[config.mk]
export PLATFORM = sky130hd
export DESIGN_NAME = hilo_muldiv
export DESIGN_NICKNAME = d
export VERILOG_FILES = /design/src/rtl/hilo_muldiv_pkg.sv /design/src/rtl/hilo_muldiv_core.sv /design/src/rtl/hilo_muldiv.sv
export SDC_FILE = /design/constraint.sdc
export NUM_CORES = 1
export LEC_CHECK = 0
export BUFFER_PORTS_ARGS = -buffer_cell sky130_fd_sc_hd__buf_2
export CAP_MARGIN = 10
export CORE_MARGIN = 2
export CORE_UTILIZATION = 36
export CTS_BUF_LIST = sky130_fd_sc_hd__clkbuf_8
export CTS_CLUSTER_SIZE = 16
export DETAILED_ROUTE_END_ITERATION = 10
export PLACE_DENSITY = 0.61
export SYNTH_ARGS = -nofsm -noshare
export SYNTH_HDL_FRONTEND = slang
export SYNTH_SLANG_ARGS = --single-unit
[constraint.sdc]
create_clock -name clk -period 16.8 [get_ports clk]
set_input_delay 5.04 -clock clk [delete_from_list [all_inputs] [get_ports clk]]
set_output_delay 5.04 -clock clk [all_outputs]
set_load 0.01 [all_outputs]
[src/rtl/hilo_muldiv_pkg.sv]
// Shared ALU control codes, FSM state encoding and decode helpers for hilo_muldiv.
package hilo_muldiv_pkg;

    localparam logic [4:0] ADD_CONTROL   = 5'b00010;
    localparam logic [4:0] MULT_CONTROL  = 5'b11000;
    localparam logic [4:0] MULTU_CONTROL = 5'b11001;
    localparam logic [4:0] DIV_CONTROL   = 5'b11010;
    localparam logic [4:0] DIVU_CONTROL  = 5'b11011;

    typedef enum logic [1:0] {
        IDLE = 2'd0,
        CALC = 2'd1,
        FIX  = 2'd2
    } state_t;

    function automatic logic is_muldiv(input logic [4:0] code);
        return (code == MULT_CONTROL) || (code == MULTU_CONTROL) ||
               (code == DIV_CONTROL)  || (code == DIVU_CONTROL);
    endfunction

    function automatic logic is_signed_op(input logic [4:0] code);
        return (code == MULT_CONTROL) || (code == DIV_CONTROL);
    endfunction

    function automatic logic is_div_op(input logic [4:0] code);
        return (code == DIV_CONTROL) || (code == DIVU_CONTROL);
    endfunction

endpackage

[src/rtl/hilo_muldiv_core.sv]
// Unsigned WIDTH-step datapath: shift-add multiply or restoring divide on one shared
// 2*WIDTH accumulator, with the step counter that paces the CALC phase.
module hilo_muldiv_core #(
    parameter int WIDTH = 32
) (
    input  logic               clk,
    input  logic               rst,
    input  logic               load,
    input  logic               step,
    input  logic               op_is_div,
    input  logic [WIDTH-1:0]   a_mag,
    input  logic [WIDTH-1:0]   b_mag,
    output logic               last,
    output logic [2*WIDTH-1:0] product,
    output logic [WIDTH-1:0]   quotient,
    output logic [WIDTH-1:0]   remainder
);

    localparam int CW = $clog2(WIDTH);

    logic [2*WIDTH-1:0] acc, acc_next;
    logic [WIDTH-1:0]   b_q;
    logic [CW-1:0]      cnt;
    logic [WIDTH:0]     sum;
    logic [WIDTH:0]     trial;

    // Multiply keeps the multiplier in the low half and shifts the partial product in from
    // the top; divide shifts the dividend out of the low half into the remainder.
    always_comb begin
        // NOTE: every always_comb output gets a default first so no path can infer a latch.
        acc_next = acc;
        sum      = {1'b0, acc[2*WIDTH-1:WIDTH]} + {1'b0, (acc[0] ? b_q : '0)};
        trial    = acc[2*WIDTH-1:WIDTH-1] - {1'b0, b_q};
        if (op_is_div) begin
            if (trial[WIDTH])
                acc_next = {acc[2*WIDTH-2:0], 1'b0};
            else
                acc_next = {trial[WIDTH-1:0], acc[WIDTH-2:0], 1'b1};
        end else begin
            acc_next = {sum, acc[WIDTH-1:1]};
        end
    end

    // NOTE: sequential state uses non-blocking assignments so every flop samples pre-edge values.
    always_ff @(posedge clk or posedge rst) begin
        if (rst) begin
            acc <= '0;
            b_q <= '0;
            cnt <= '0;
        end else if (load) begin
            acc <= {{WIDTH{1'b0}}, a_mag};
            b_q <= b_mag;
            cnt <= CW'(WIDTH - 1);
        end else if (step) begin
            acc <= acc_next;
            cnt <= cnt - 1'b1;
        end
    end

    assign last      = (cnt == '0);
    assign product   = acc;
    assign quotient  = acc[WIDTH-1:0];
    assign remainder = acc[2*WIDTH-1:WIDTH];

endmodule

[src/rtl/hilo_muldiv.sv]
// Iterative MULT/MULTU/DIV/DIVU unit with architectural HI/LO registers; owns the FSM,
// operand sign handling, flush and MTHI/MTLO writes. busy stalls the pipeline.
module hilo_muldiv
    import hilo_muldiv_pkg::*;
#(
    parameter int WIDTH = 32
) (
    input  logic             clk,
    input  logic             rst,
    input  logic             start,
    input  logic [4:0]       alu_control,
    input  logic [WIDTH-1:0] a,
    input  logic [WIDTH-1:0] b,
    input  logic             flush,
    input  logic             hi_we,
    input  logic             lo_we,
    input  logic [WIDTH-1:0] wdata,
    output logic             busy,
    output logic             done,
    output logic [WIDTH-1:0] hi,
    output logic [WIDTH-1:0] lo
);

    state_t state, next_state;

    logic               accept;
    logic               signed_op;
    logic [WIDTH-1:0]   a_mag, b_mag;
    logic               sa, sb, op_is_div, div_by_zero;
    logic               last;
    logic [2*WIDTH-1:0] product;
    logic [WIDTH-1:0]   quotient, remainder;
    logic [WIDTH-1:0]   res_hi, res_lo;

    assign accept    = start & is_muldiv(alu_control) & (state == IDLE) & ~flush;
    assign busy      = (state != IDLE) | accept;
    assign signed_op = is_signed_op(alu_control);
    assign a_mag     = (signed_op & a[WIDTH-1]) ? -a : a;
    assign b_mag     = (signed_op & b[WIDTH-1]) ? -b : b;

    always_ff @(posedge clk or posedge rst) begin
        if (rst) state <= IDLE;
        else     state <= next_state;
    end

    always_comb begin
        next_state = state;
        case (state)
            IDLE:    if (accept) next_state = CALC;
            CALC:    if (flush) next_state = IDLE;
                     else if (last) next_state = FIX;
            FIX:     next_state = IDLE;
            default: next_state = IDLE;
        endcase
    end

    always_ff @(posedge clk or posedge rst) begin
        if (rst) begin
            sa          <= 1'b0;
            sb          <= 1'b0;
            op_is_div   <= 1'b0;
            div_by_zero <= 1'b0;
        end else if (accept) begin
            sa          <= signed_op & a[WIDTH-1];
            sb          <= signed_op & b[WIDTH-1];
            op_is_div   <= is_div_op(alu_control);
            div_by_zero <= (b == '0);
        end
    end

    hilo_muldiv_core #(.WIDTH(WIDTH)) u_core (
        .clk       (clk),
        .rst       (rst),
        .load      (accept),
        .step      ((state == CALC) & ~flush),
        .op_is_div (op_is_div),
        .a_mag     (a_mag),
        .b_mag     (b_mag),
        .last      (last),
        .product   (product),
        .quotient  (quotient),
        .remainder (remainder)
    );

    // Divide by zero leaves the remainder equal to |a|, so the normal remainder fixup
    // already restores HI = a; only the quotient is forced to all ones.
    always_comb begin
        res_hi = '0;
        res_lo = '0;
        if (op_is_div) begin
            res_lo = div_by_zero ? '1 : ((sa ^ sb) ? -quotient : quotient);
            res_hi = sa ? -remainder : remainder;
        end else begin
            {res_hi, res_lo} = (sa ^ sb) ? -product : product;
        end
    end

    always_ff @(posedge clk or posedge rst) begin
        if (rst) begin
            hi   <= '0;
            lo   <= '0;
            done <= 1'b0;
        end else begin
            done <= (state == FIX) & ~flush;
            if (state == IDLE) begin
                if (hi_we) hi <= wdata;
                if (lo_we) lo <= wdata;
            end else if ((state == FIX) && !flush) begin
                hi <= res_hi;
                lo <= res_lo;
            end
        end
    end

endmodule

==> results.ini <==
[outcome]
status = finished clean

[power]
p_sw_share_pct = 50.8
switching_power_uw = 1270
p_int_uw = 1230
clockPowerShare_pct = 12.3
power_density_mw_per_mm2 = 157
p_seq_share_pct = 28.5
leakage_uw = 0.00695
vdd_drop_max_mv = 0.0749
power_frac_comb_pct = 59.2

[route]
wire_per_inst_um = 19.8
wl_mm = 48.0
via_count = 14000
postRouteAntennaNets = 0
drc = 0
routed_via_density = 5.76
drtPass1Iterations = 5
drtIter0Drc = 1193

[timing]
skew_ns = 0.0230
slew_violations = 0
min_period_ns = 11.22
whs_ns = 0.487
max_freq_mhz = 89.1
period_share_pct = 66.8
worst_pin_slew_ns = 1.15
finalSetupViolations = 0
fin_tns_setup_ns = 0
grt_setup_unrepaired = false
maxSlewHeadroom_pct = 23.2
hold_violations = 0

[logic_synthesis]
synth_enable_flop_cells = 0
synth-seq-cells = 172
syn_area_mm2 = 0.0143
ys_types = 80
ys.flop_type = dfrtp_1
async_flop_share_pct = 100
yosysSeqAreaShare_pct = 30.0
synthCells = 1793
synth.net_count = 1972
yosys_warnings = 0
avgSynthCellArea_um2 = 8.00
yosysTopAreaCell = dfrtp_1
synth.top_cell.area_share_pct = 30.0
synth.top_cells.by_area = dfrtp_1 30%, o21ai_0 7.0%, ha_1 6.1%

[cells_and_area]
drive_gt1_share_pct = 13.6
final_nets = 2069
syn2layout_area_growth_pct = 11.0

[global_routing]
grt_pass1_vias = 13100
antenna_found_initial = 1
grt_pass1_wl_mm = 74.7
track_usage_pct = 23.1
overflow = 0
grt_start_max_net_pins = 71

[clock_network]
clk_pin_slew_worst_paths_ns = 0.12
htreeDepth = 4
clockBufferDepth = 2
hold_buffers = 0
cts_sinks = 172
cts_resized = 0
post-cts-setup-buffers = 0
cts_buffers = 17
cts_tree = built
clock_latency_ns = 0.51
cts_root_buf = clkbuf_8

[critical_path]
critPathRequiredTime_ns = 11.76
crit_arrival_ns = 6.18
worstSetupPathType = in -> out
start_kind = primary input
worstSetupEndpointType = output pin
path_max_fanout = 3

[worst_hold_path]
worst_hold_path_type = reg -> reg

[die]
initial_core_util_pct = 36.3
dieHeight_um = 204
core_area_mm2 = 0.0395
die_w_um = 204
io-pin-count = 173
row_count = 73
die_area_mm2 = 0.0415

[place]
portBuffers = 172
place_congestion = 0.945
hpwl_mm = 37.1

[job]
drv_cap = 0

-- worst max-delay path, cell delays in order --
cell and delay (ns):
buf_2 0.12, nor3b_1 0.25, nand3_1 0.41, nand2_1 0.20
buf_2 0.15
-- placed cells by master, fill, tap and decap left out, types with 7 or more instances in the layout --
cell | netlist | layout
a211oi_1 | 17 | 17
a21o_1 | 30 | 30
a21oi_1 | 123 | 121
a22oi_1 | 12 | 12
a31oi_1 | 24 | 24
and2_1 | 9 | 8
and3_1 | 12 | 12
buf_2 | 7 | 172
buf_4 | 5 | 18
clkbuf_8 | 1 | 18
dfrtp_1 | 172 | 171
ha_1 | 70 | 70
inv_1 | 67 | 66
mux2i_1 | 48 | 48
nand2_1 | 213 | 213
nand2b_1 | 15 | 15
nand3_1 | 25 | 25
nand4_1 | 11 | 11
nor2_1 | 123 | 121
nor2b_1 | 15 | 15
nor3_1 | 40 | 40
nor3b_1 | 7 | 7
nor4_1 | 17 | 17
o211ai_1 | 48 | 48
o21a_1 | 11 | 11
o21ai_0 | 201 | 201
o221ai_1 | 7 | 7
o22ai_1 | 41 | 41
o31ai_1 | 27 | 27
o41ai_1 | 13 | 13
or3_1 | 18 | 18
or4_1 | 7 | 7
xnor2_1 | 87 | 86
xor2_1 | 94 | 94
-- path summary, 6_finish.rpt --
check | endpoint | from | slack, ns | cells past startpoint
hold reg to reg | lo[3]$_DFFE_PP0P_ | lo[3]$_DFFE_PP0P_ | 0.49 | 2
setup / recovery | busy | flush | 5.58 | 5
setup reg to reg | u_core.product[57]$_DFFE_PP0P_ | u_core.product[0]$_DFFE_PP0P_ | 12.48 | 13
max in group asynchronous | op_is_div$_DFFE_PP0N_ | rst | 10.98 | 3
min in group asynchronous | lo[17]$_DFFE_PP0P_ | rst | 4.51 | 2
hold / removal | lo[3]$_DFFE_PP0P_ | lo[3]$_DFFE_PP0P_ | 0.49 | 2
-- routing by layer --
layer	GRT usage, %	up-vias	wire (um)
li1	-	6687	-
met1	34.8	6663	23500
met2	34.2	554	20100
met3	2.33	75	3140
met4	7.40	0	1270
met5	0	-	0
-- logic make-up (layout without fill, tap and decap cells) --
kind of cell	count (synthesis)	count (layout)	synth area share [%]
multiplexers	48	48	3.35
adder cells (fa/ha/maj)	72	72	6.39
other	0	1	0
AND/OR/NAND/NOR	538	538	17.9
AO/OA/AOI/OAI	602	602	25.9
XOR/XNOR	181	181	11.1
flip-flops	172	172	30.0
buffers and inverters	180	290	5.38
-- registers in the layout, indices dropped and copies added (netlist names) --
register	flops
u_core.product	64
hi	32
lo	32
u_core.b_q	32
u_core.cnt	5
state	2
div_by_zero	1
done	1
op_is_div	1
sa	1
sb	1
-- Yosys cell counts (all sizes together) (25+ instances only) --
| cell type | number |
|---|---|
| nand2 | 213 |
| inv | 67 |
| mux2i | 48 |
| clkbuf | 86 |
| xor2 | 94 |
| o22ai | 41 |
| o21ai | 205 |
| nand3 | 26 |
| nor3 | 43 |
| buf | 25 |
| o31ai | 28 |
| dfrtp | 172 |
| o211ai | 48 |
| xnor2 | 87 |
| a21oi | 123 |
| nor2 | 124 |
| ha | 70 |
| a21o | 30 |
-- per-stage QoR --
stage	worst slack [ns]	util [%]	instances	total power (uW)	area, um^2
finish	5.58	40.3	2429	2490	15900
global route	5.49	40.3	2429	2680	15900
CTS	5.62	40.3	2428	2470	15900
detailed placement	5.62	39.2	2396	2160	15500
global placement	5.64	39.2	2396	2140	15500
floorplan	6.27	-	1793	1770	14300
-- cell type report --
cell class,count,area (um^2)
inverters,68,260
flip-flops and latches,172,4310
well taps,525,657
repair buffers,190,996
clock inverters,14,155
diodes,1,2.50
fillers,4123,23600
clock buffers,18,248
multi-input cells,1441,9300
-- power by group through the flow --
stage	clock network, uW	registers (uW)	logic [uW]
floorplan	0	629	1140
global placement	0	709	1430
detailed placement	0	715	1450
CTS	314	705	1450
global route	328	725	1620
finish	306	712	1480
No activity file was read; power rests on OpenSTA's default activity.
